<file path="src/rtl/scale_factor_adapt.sv">
// G.726/G.721 scale-factor adaptation: mixes the fast (YU) and slow (YL) scale
// factors into Y through a serial multiplier, then runs FILTD/LIMB/FILTE on WI.
module scale_factor_adapt #(
   parameter logic [12:0] YU_INIT = 13'd544,
   parameter logic [18:0] YL_INIT = 19'd34816,
   parameter logic [12:0] YU_MIN  = 13'd544,
   parameter logic [12:0] YU_MAX  = 13'd5120
) (
   input  logic        clk,
   input  logic        reset,
   input  logic        start,
   input  logic [6:0]  al,
   input  logic [11:0] wi,
   input  logic        wi_valid,
   output logic [12:0] y,
   output logic        y_valid,
   output logic        done,
   output logic        busy,
   output logic [12:0] yu_out,
   output logic [18:0] yl_out
);

   typedef enum logic [2:0] {
      ST_IDLE    = 3'd0,
      ST_MUL     = 3'd1,
      ST_FIN     = 3'd2,
      ST_WAIT_WI = 3'd3,
      ST_UPD1    = 3'd4,
      ST_UPD2    = 3'd5
   } state_e;

   // Offsets that move the LIMB thresholds onto bit 13 of a 14-bit modular sum.
   localparam logic [13:0] GELL_OFS = 14'(15'd16384 - {2'b00, YU_MIN});
   localparam logic [13:0] GEUL_OFS = 14'(15'd16384 - {2'b00, YU_MAX});

   // MIX difference YU - (YL >> 6), modulo 2^14.
   function automatic logic [13:0] mix_dif(input logic [12:0] yu_v, input logic [18:0] yl_v);
      mix_dif = {1'b0, yu_v} - {1'b0, 13'(yl_v >> 6)};
   endfunction

   // FILTD: fast filter, returns the unlimited YUT.
   function automatic logic [12:0] filtd(input logic [11:0] wi_v, input logic [12:0] y_v);
      logic [16:0] dif;
      logic [12:0] difsx;
      dif   = {wi_v, 5'b00000} - {4'b0000, y_v};
      difsx = 13'(dif >> 5) + (dif[16] ? 13'd4096 : 13'd0);
      filtd = y_v + difsx;
   endfunction

   // LIMB: clamp YUT into [YU_MIN, YU_MAX] using the modular compares.
   function automatic logic [12:0] limb(input logic [12:0] yut);
      logic [13:0] gell_sum;
      logic [13:0] geul_sum;
      gell_sum = {1'b0, yut} + GELL_OFS;
      geul_sum = {1'b0, yut} + GEUL_OFS;
      if (gell_sum >= 14'd8192) begin
         limb = YU_MIN;
      end else if (geul_sum < 14'd8192) begin
         limb = YU_MAX;
      end else begin
         limb = yut;
      end
   endfunction

   // FILTE: slow filter; 2^20 - YL is taken modulo 2^20 since only 14 bits survive.
   function automatic logic [18:0] filte(input logic [12:0] yu_v, input logic [18:0] yl_v);
      logic [19:0] neg_yl;
      logic [13:0] dif;
      logic [18:0] difsx;
      neg_yl = 20'd0 - {1'b0, yl_v};
      dif    = {1'b0, yu_v} + 14'(neg_yl >> 6);
      difsx  = {5'b00000, dif} + (dif[13] ? 19'd507904 : 19'd0);
      filte  = yl_v + difsx;
   endfunction

   state_e      state_q, state_d;
   logic [6:0]  al_q, al_d;
   logic [12:0] difm_q, difm_d;
   logic        difs_q, difs_d;
   logic [19:0] acc_q, acc_d;
   logic [2:0]  cnt_q, cnt_d;
   logic [12:0] y_q, y_d;
   logic [11:0] wi_q, wi_d;
   logic [12:0] yu_q, yu_d;
   logic [18:0] yl_q, yl_d;
   logic        y_valid_q, done_q, busy_q;

   logic [13:0] dif_s, negdif_s;
   logic [13:0] prodm_s, negprod_s, prod_s;
   logic [19:0] pp_s;

   // Next-state and datapath decode for every FSM state.
   always_comb begin
      state_d = state_q;
      al_d    = al_q;
      difm_d  = difm_q;
      difs_d  = difs_q;
      acc_d   = acc_q;
      cnt_d   = cnt_q;
      y_d     = y_q;
      wi_d    = wi_q;
      yu_d    = yu_q;
      yl_d    = yl_q;

      dif_s     = mix_dif(yu_q, yl_q);
      negdif_s  = 14'd0 - dif_s;
      prodm_s   = 14'(acc_q >> 6);
      negprod_s = 14'd0 - prodm_s;
      prod_s    = difs_q ? negprod_s : prodm_s;
      pp_s      = al_q[cnt_q] ? ({7'd0, difm_q} << cnt_q) : 20'd0;

      case (state_q)
         ST_IDLE: begin
            if (start) begin
               al_d    = al;
               difs_d  = dif_s[13];
               difm_d  = dif_s[13] ? 13'(negdif_s) : 13'(dif_s);
               acc_d   = 20'd0;
               cnt_d   = 3'd0;
               state_d = ST_MUL;
            end else begin
               state_d = ST_IDLE;
            end
         end
         ST_MUL: begin
            acc_d = acc_q + pp_s;
            if (cnt_q == 3'd6) begin
               cnt_d   = 3'd0;
               state_d = ST_FIN;
            end else begin
               cnt_d   = cnt_q + 3'd1;
               state_d = ST_MUL;
            end
         end
         ST_FIN: begin
            y_d     = 13'(yl_q >> 6) + 13'(prod_s);
            state_d = ST_WAIT_WI;
         end
         ST_WAIT_WI: begin
            if (wi_valid) begin
               wi_d    = wi;
               state_d = ST_UPD1;
            end else begin
               state_d = ST_WAIT_WI;
            end
         end
         ST_UPD1: begin
            yu_d    = limb(filtd(wi_q, y_q));
            state_d = ST_UPD2;
         end
         ST_UPD2: begin
            yl_d    = filte(yu_q, yl_q);
            state_d = ST_IDLE;
         end
         default: begin
            state_d = ST_IDLE;
         end
      endcase
   end

   // State registers and registered status outputs.
   always_ff @(posedge clk or negedge reset) begin
      if (!reset) begin
         state_q   <= ST_IDLE;
         al_q      <= 7'd0;
         difm_q    <= 13'd0;
         difs_q    <= 1'b0;
         acc_q     <= 20'd0;
         cnt_q     <= 3'd0;
         y_q       <= YU_INIT;
         wi_q      <= 12'd0;
         yu_q      <= YU_INIT;
         yl_q      <= YL_INIT;
         y_valid_q <= 1'b0;
         done_q    <= 1'b0;
         busy_q    <= 1'b0;
      end else begin
         state_q   <= state_d;
         al_q      <= al_d;
         difm_q    <= difm_d;
         difs_q    <= difs_d;
         acc_q     <= acc_d;
         cnt_q     <= cnt_d;
         y_q       <= y_d;
         wi_q      <= wi_d;
         yu_q      <= yu_d;
         yl_q      <= yl_d;
         y_valid_q <= (state_q == ST_FIN);
         done_q    <= (state_q == ST_UPD2);
         busy_q    <= (state_d != ST_IDLE);
      end
   end

   assign y       = y_q;
   assign y_valid = y_valid_q;
   assign done    = done_q;
   assign busy    = busy_q;
   assign yu_out  = yu_q;
   assign yl_out  = yl_q;

endmodule
</file>
<file path="config.mk">
export PLATFORM = sky130hd
export DESIGN_NAME = scale_factor_adapt
export DESIGN_NICKNAME = d
export VERILOG_FILES = /design/src/rtl/scale_factor_adapt.sv
export SDC_FILE = /design/constraint.sdc
export NUM_CORES = 1
export LEC_CHECK = 0
export CAP_MARGIN = 40
export CORE_MARGIN = 10
export CORE_UTILIZATION = 55
export DETAILED_ROUTE_END_ITERATION = 7
export PLACE_DENSITY = 0.76
export SETUP_SLACK_MARGIN = 0.2
export SLEW_MARGIN = 20
export SYNTH_ARGS = -nofsm -noshare
export SYNTH_HDL_FRONTEND = slang
export SYNTH_SLANG_ARGS = --single-unit
export TNS_END_PERCENT = 1
</file>
<file path="constraint.sdc">
create_clock -name clk -period 12.6 [get_ports clk]
set_clock_uncertainty 0.05 [all_clocks]
set_input_delay 1.89 -clock clk [delete_from_list [all_inputs] [get_ports clk]]
set_output_delay 1.89 -clock clk [all_outputs]
set_load 0.02 [all_outputs]
</file>
Word level (Yosys, flattened, before mapping)
Index checks and enable logic that the tools add are counted.

Bits of input ports: 23. Register bits: 107. Output and inout port bits: 48. Word-level logic and storage cells: 63.

Eq/ne operators: 7. Multiplexer cells: 18. Reduce and logical (&&, ||, !) cells: 6. $lt $le $gt $ge: 3. Add/subtract/negate cells: 15. Shift-type cells: 1.

Operator list (number): $mux 13 (5); $mux 20 (2); $pmux 20 s2 (1); $add 13x14->14 const B (2); $add 13x13->13 (2); $sub 1x13->13 const A (2); $add 20x20->20 (1); $shl 13x3->20 (1); $sub 1x19->20 const A (1); $add 14x19->19 (1); $add 19x19->19 (1); $mux 19 (1); $sub 17x13->17 (1); $pmux 3 s5 (1); $add 13x14->14 (1); $ge 14x14->1 const B (1); $lt 14x14->1 const B (1); $sub 13x13->14 (1); $add 12x13->13 (1); $eq 3x3->1 const B (3); $mux 3 (3); $eq 3x2->1 const B (2); $pmux 3 s2 (1); $reduce_and 2->1 (3); 10 further kinds (11).

Longest topological paths before layout
Depth after elaboration: 8. Depth in mapped cells: 25.

Least setup slack after synthesis
OpenSTA, ideal clock, no wires.

Path kind: register -> register. Start: reg yl_q[2] (netlist: yl_out[2]). End: reg yl_q[18] (netlist: yl_out[18]). Slack: 7.700 ns. Setup time: 0.123 ns. Buffers on the path: 0. Cell stages (with the launch flop): 21. Arrival time: 4.727 ns. Clock period less this slack: 4.900 ns. Cells stage by stage: dfrtp_1 nor4_1 nand4_1 nor4_2 nand2_1 nor2_1 xnor2_1 ha_1 a21o_1 a21oi_1 nand2b_1 o2111ai_1 o31ai_1 xor2_1 ha_1 and3_1 a211o_1 o31ai_1 xor2_1 nor2_1 xnor2_1.

Longest elaborated chain between the ends: 5.

RTL lines: from (decl) (line 85) `logic [18:0] yl_q, yl_d;`; from (signal assigned) (line 187) `yl_q <= yl_d;`; $sub 1x19->20 (line 70) `neg_yl = 20'd0 - {1'b0, yl_v};`; $add 13x14->14 (line 71) `dif = {1'b0, yu_v} + 14'(neg_yl >> 6);`; $mux 19 (line 72) `difsx = {5'b00000, dif} + (dif[13] ? 19'd507904 : 19'd0);`; $add 14x19->19 (line 72); $add 19x19->19 (*) (line 73) `filte = yl_v + difsx;`.

Mark *: on every way between the ends. The rest lies on a longest branch, timed or not. A chain may end at the register's enable or synchronous reset.

Final worst setup path
Ends and elaborated chain as after synthesis.

==> metrics.csv <==
stage,metric,value,unit
logic_synthesis,synth_area_leaders,"dfrtp_1 27%, ha_1 13%, xnor2_1 7.2%, a21oi_1 4.3%, nand2_1 4.2%",
global_routing,overflow,0,
cells_and_area,layout.nets,1278,
logic_synthesis,ys_warn_count,0,
setup_path,startpoint_type,flop,
global_routing,gr-usage-all-layers,0.2111,
logic_synthesis,synth_edf_count,0,
clock_tree,cts_sinks,106,
sta,period_minus_slack,5470,ps
placement,routabilityCongestion,0.9445,
cells_and_area,area_growth,13.84,%
floorplanning,initial_core_util,0.5632,
cells_and_area,final_core_util,0.6411,
flow_run,maxCapViolCount,0,
setup_path,crit_type,flop to flop,
floorplanning,dieArea,22730,sq um
cells_and_area,fin_area,10710,sq um
sta,period_share,0.4341,
drt,ant_nets,0,
setup_path,critPathMaxFanout,6,
drt,vias_per_cell,5.825,
drt,wirelength,23260,um
global_routing,grt_pass1_vias,7791,
cells_and_area,drive_gt1_frac,0.06667,
setup_path,reg2reg_from,yl_out[2]$_DFFE_PN0P_,
setup_path,reg2reg_depth,20,
floorplanning,fp-row-count,47,
logic_synthesis,synth_top_area_cell,dfrtp_1,
logic_synthesis,synth_compound_area_frac,0.2081,
sta,tns,0,ps
cells_and_area,fillers,1498,
sta,rsz0062_at_grt,false,
setup_path,critical_path_arrival,5680,ps
clock_tree,root_buffer,clkbuf_16,
sta,fmax,0.1828,GHz
drt,drtPass1Iterations,5,
logic_synthesis,synth_top_family_by_area,compound AO/OA/AOI/OAI gates,
setup_path,cp-end-kind,flop,
sta,setup-violations-final,0,
worst_hold_path,hold_class,flop to flop,
clock_tree,ctsLongestPathBuffers,2,
clock_tree,postCtsHoldBufs,0,
drt,drt-wirelength-per-cell,16.91,um
worst_hold_path,hold_end,al_q[2]$_DFFE_PN0P_,
sta,relSlewSlack,0.5084,
logic_synthesis,synthFlopType,dfrtp_1,
logic_synthesis,synth_xor_xnor_area_share,0.1090,
floorplanning,core,16700,sq um
placement,port_buffers,70,
clock_tree,h-tree-depth,3,
logic_synthesis,synth_seq_cells,106,
logic_synthesis,postSynthCellCount,1090,
floorplanning,die_y,150.8,um
drt,drc,0,
floorplanning,fp.dieW,150.8,um
worst_hold_path,whs_path_depth,1,
global_routing,antenna_found_initial,0,
floorplanning,io_pins,71,
clock_tree,cts_buffers,9,
logic_synthesis,synth.area.mux_share,0.06093,
drt,dr.first_iter.drc_count,476,
setup_path,r2r_slack,7130,ps
logic_synthesis,yosysTopAreaCellShare,0.2661,
logic_synthesis,synth-adder-area-share,0.1455,
sta,hold_viol_final,0,
sta,tightest_slew,735.6,ps
logic_synthesis,ys_seq_area_frac,0.2828,
cells_and_area,diodes,0,
logic_synthesis,yosys-top-cells-count,"104 x nand2_1, 100 x dfrtp_1, 99 x ha_1, 80 x a21oi_1, 80 x nor2_1",
clock_tree,cts_resized,0,
clock_tree,tritoncts,done,
logic_synthesis,netlist_area,9405,sq um
global_routing,grt_pass1_wl,39090,um
clock_tree,cts.clk_slew.worst_paths,80,ps
logic_synthesis,synthesis.nets,1218,
outcome,status,finished clean,
placement,placed_cell_area,10380,sq um
logic_synthesis,synthArstFlopShare,1.000,
logic_synthesis,synth.distinct_cells,71,
drt,vias,8010,
sta,final_max_slew_viol_count,0,
placement,dp_hpwl,18490,um
global_routing,grt_max_degree,43,
clock_tree,clk_latency,370,ps
setup_path,worst_r2r_endpoint,yl_out[18]$_DFFE_PN0P_,
clock_tree,post_cts_buffers,0,
worst_hold_path,min_from,al_q[2]$_DFFE_PN0P_,
logic_synthesis,synth.most_common_cell,nand2_1,
logic_synthesis,synth-simple-area-share,0.1578,
logic_synthesis,syn_avg_cell_area,8.629,sq um
setup_path,critPathRequiredTime,12810,ps
## flip-flops by register name, indices dropped and copies added (netlist names), 3 cells and up
signal / count
acc_q: 19
cnt_q: 3
al_q: 7
difm_q: 13
yl_out: 19
y: 13
wi_q: 12
yu_out: 13
state_q: 3
## metal layers
metal  vias to the layer above  track usage  part of all wire
met5                         -            0                 0
met4                         0      0.04524             0.011
met3                        22      0.03550             0.052
met2                       155       0.3496              0.47
met1                      3813       0.2834              0.46
li1                       4020            -                 -
## area by class of cell
class	instances	area, sq um	share of cell area
clock buffers	12	236.5	0.02209
clock inverters	4	77.57	0.007246
inverters	61	229.0	0.02139
multi-input cells	894	6407	0.5985
flip-flops and latches	106	2660	0.2485
well taps	220	275.3	0.02571
repair buffers	78	820.8	0.07666
## kinds of logic (layout without fill, tap and decap cells)
group	count (synthesis)	after routing
fa+ha+maj	106	106
flops	106	106
compound gates	308	308
simple gates	313	313
buf+inv	90	155
mux	50	50
xor+xnor	117	117
## how the worst max path moves through the flow
stage                           from                      to  slack, ps  cells past startpoint
4_1_cts        yl_out[2]$_DFFE_PN0P_  yl_out[18]$_DFFE_PN0P_       7130                     20
3_5_place_dp   yl_out[2]$_DFFE_PN0P_  yl_out[18]$_DFFE_PN0P_       7170                     20
2_1_floorplan  yl_out[2]$_DFFE_PN0P_  yl_out[18]$_DFFE_PN0P_       7700                     20
3_3_place_gp   yl_out[2]$_DFFE_PN0P_  yl_out[18]$_DFFE_PN0P_       7300                     20
5_1_grt        yl_out[2]$_DFFE_PN0P_  yl_out[18]$_DFFE_PN0P_       6500                     20
6_report       yl_out[2]$_DFFE_PN0P_  yl_out[18]$_DFFE_PN0P_       7130                     20
## critical path, stage by stage (launching register included)
cell       delay (ps)
dfrtp_1           420
nor4_1            420
nand4_1           300
nor4_2            280
nand2_1           180
nor2_1            240
xnor2_1           150
ha_1              290
a21o_1            190
a21oi_1           220
nand2b_1          140
o2111ai_1         160
o31ai_1           290
xor2_1            460
ha_1              390
and3_1            210
a211o_1           310
o31ai_1           290
xor2_1            190
nor2_1             70
xnor2_1           110
## layout by cell type, fill, tap and decap left out, drive strengths merged, types with 11 or more instances in the layout
| cell type | netlist | final |
|---|---|---|
| clkdlybuf4s50 | 0 | 69 |
| nor2b | 14 | 14 |
| nor3 | 21 | 21 |
| o31ai | 13 | 13 |
| xnor2 | 77 | 77 |
| nand2 | 105 | 105 |
| ha | 99 | 99 |
| mux2i | 19 | 19 |
| a21oi | 80 | 80 |
| clkbuf | 26 | 12 |
| inv | 60 | 62 |
| o21a | 11 | 11 |
| dfrtp | 100 | 100 |
| xor2 | 40 | 40 |
| and3 | 13 | 13 |
| nor2 | 80 | 80 |
| nand2b | 13 | 13 |
| o21ai | 95 | 95 |
| a211oi | 13 | 13 |
| o21bai | 15 | 15 |
| a21o | 27 | 27 |
| mux2 | 28 | 28 |
| nand3 | 22 | 22 |
## metrics by stage
| step | setup slack (ps) | hold WS, ps | std cells |
|---|---|---|---|
| after floorplan | 7700 | 421.1 | 1090 |
| after global placement | 7299 | 432.6 | 1354 |
| after detailed placement | 7167 | 437.4 | 1358 |
| after CTS | 7131 | 455.6 | 1374 |
| after global routing | 6501 | 483.4 | 1375 |
| final | 7130 | 452.7 | 1375 |
Power is left out: the tool's default activity adds up to more than one toggle a clock period on the data nets, which glitch-free logic cannot reach.
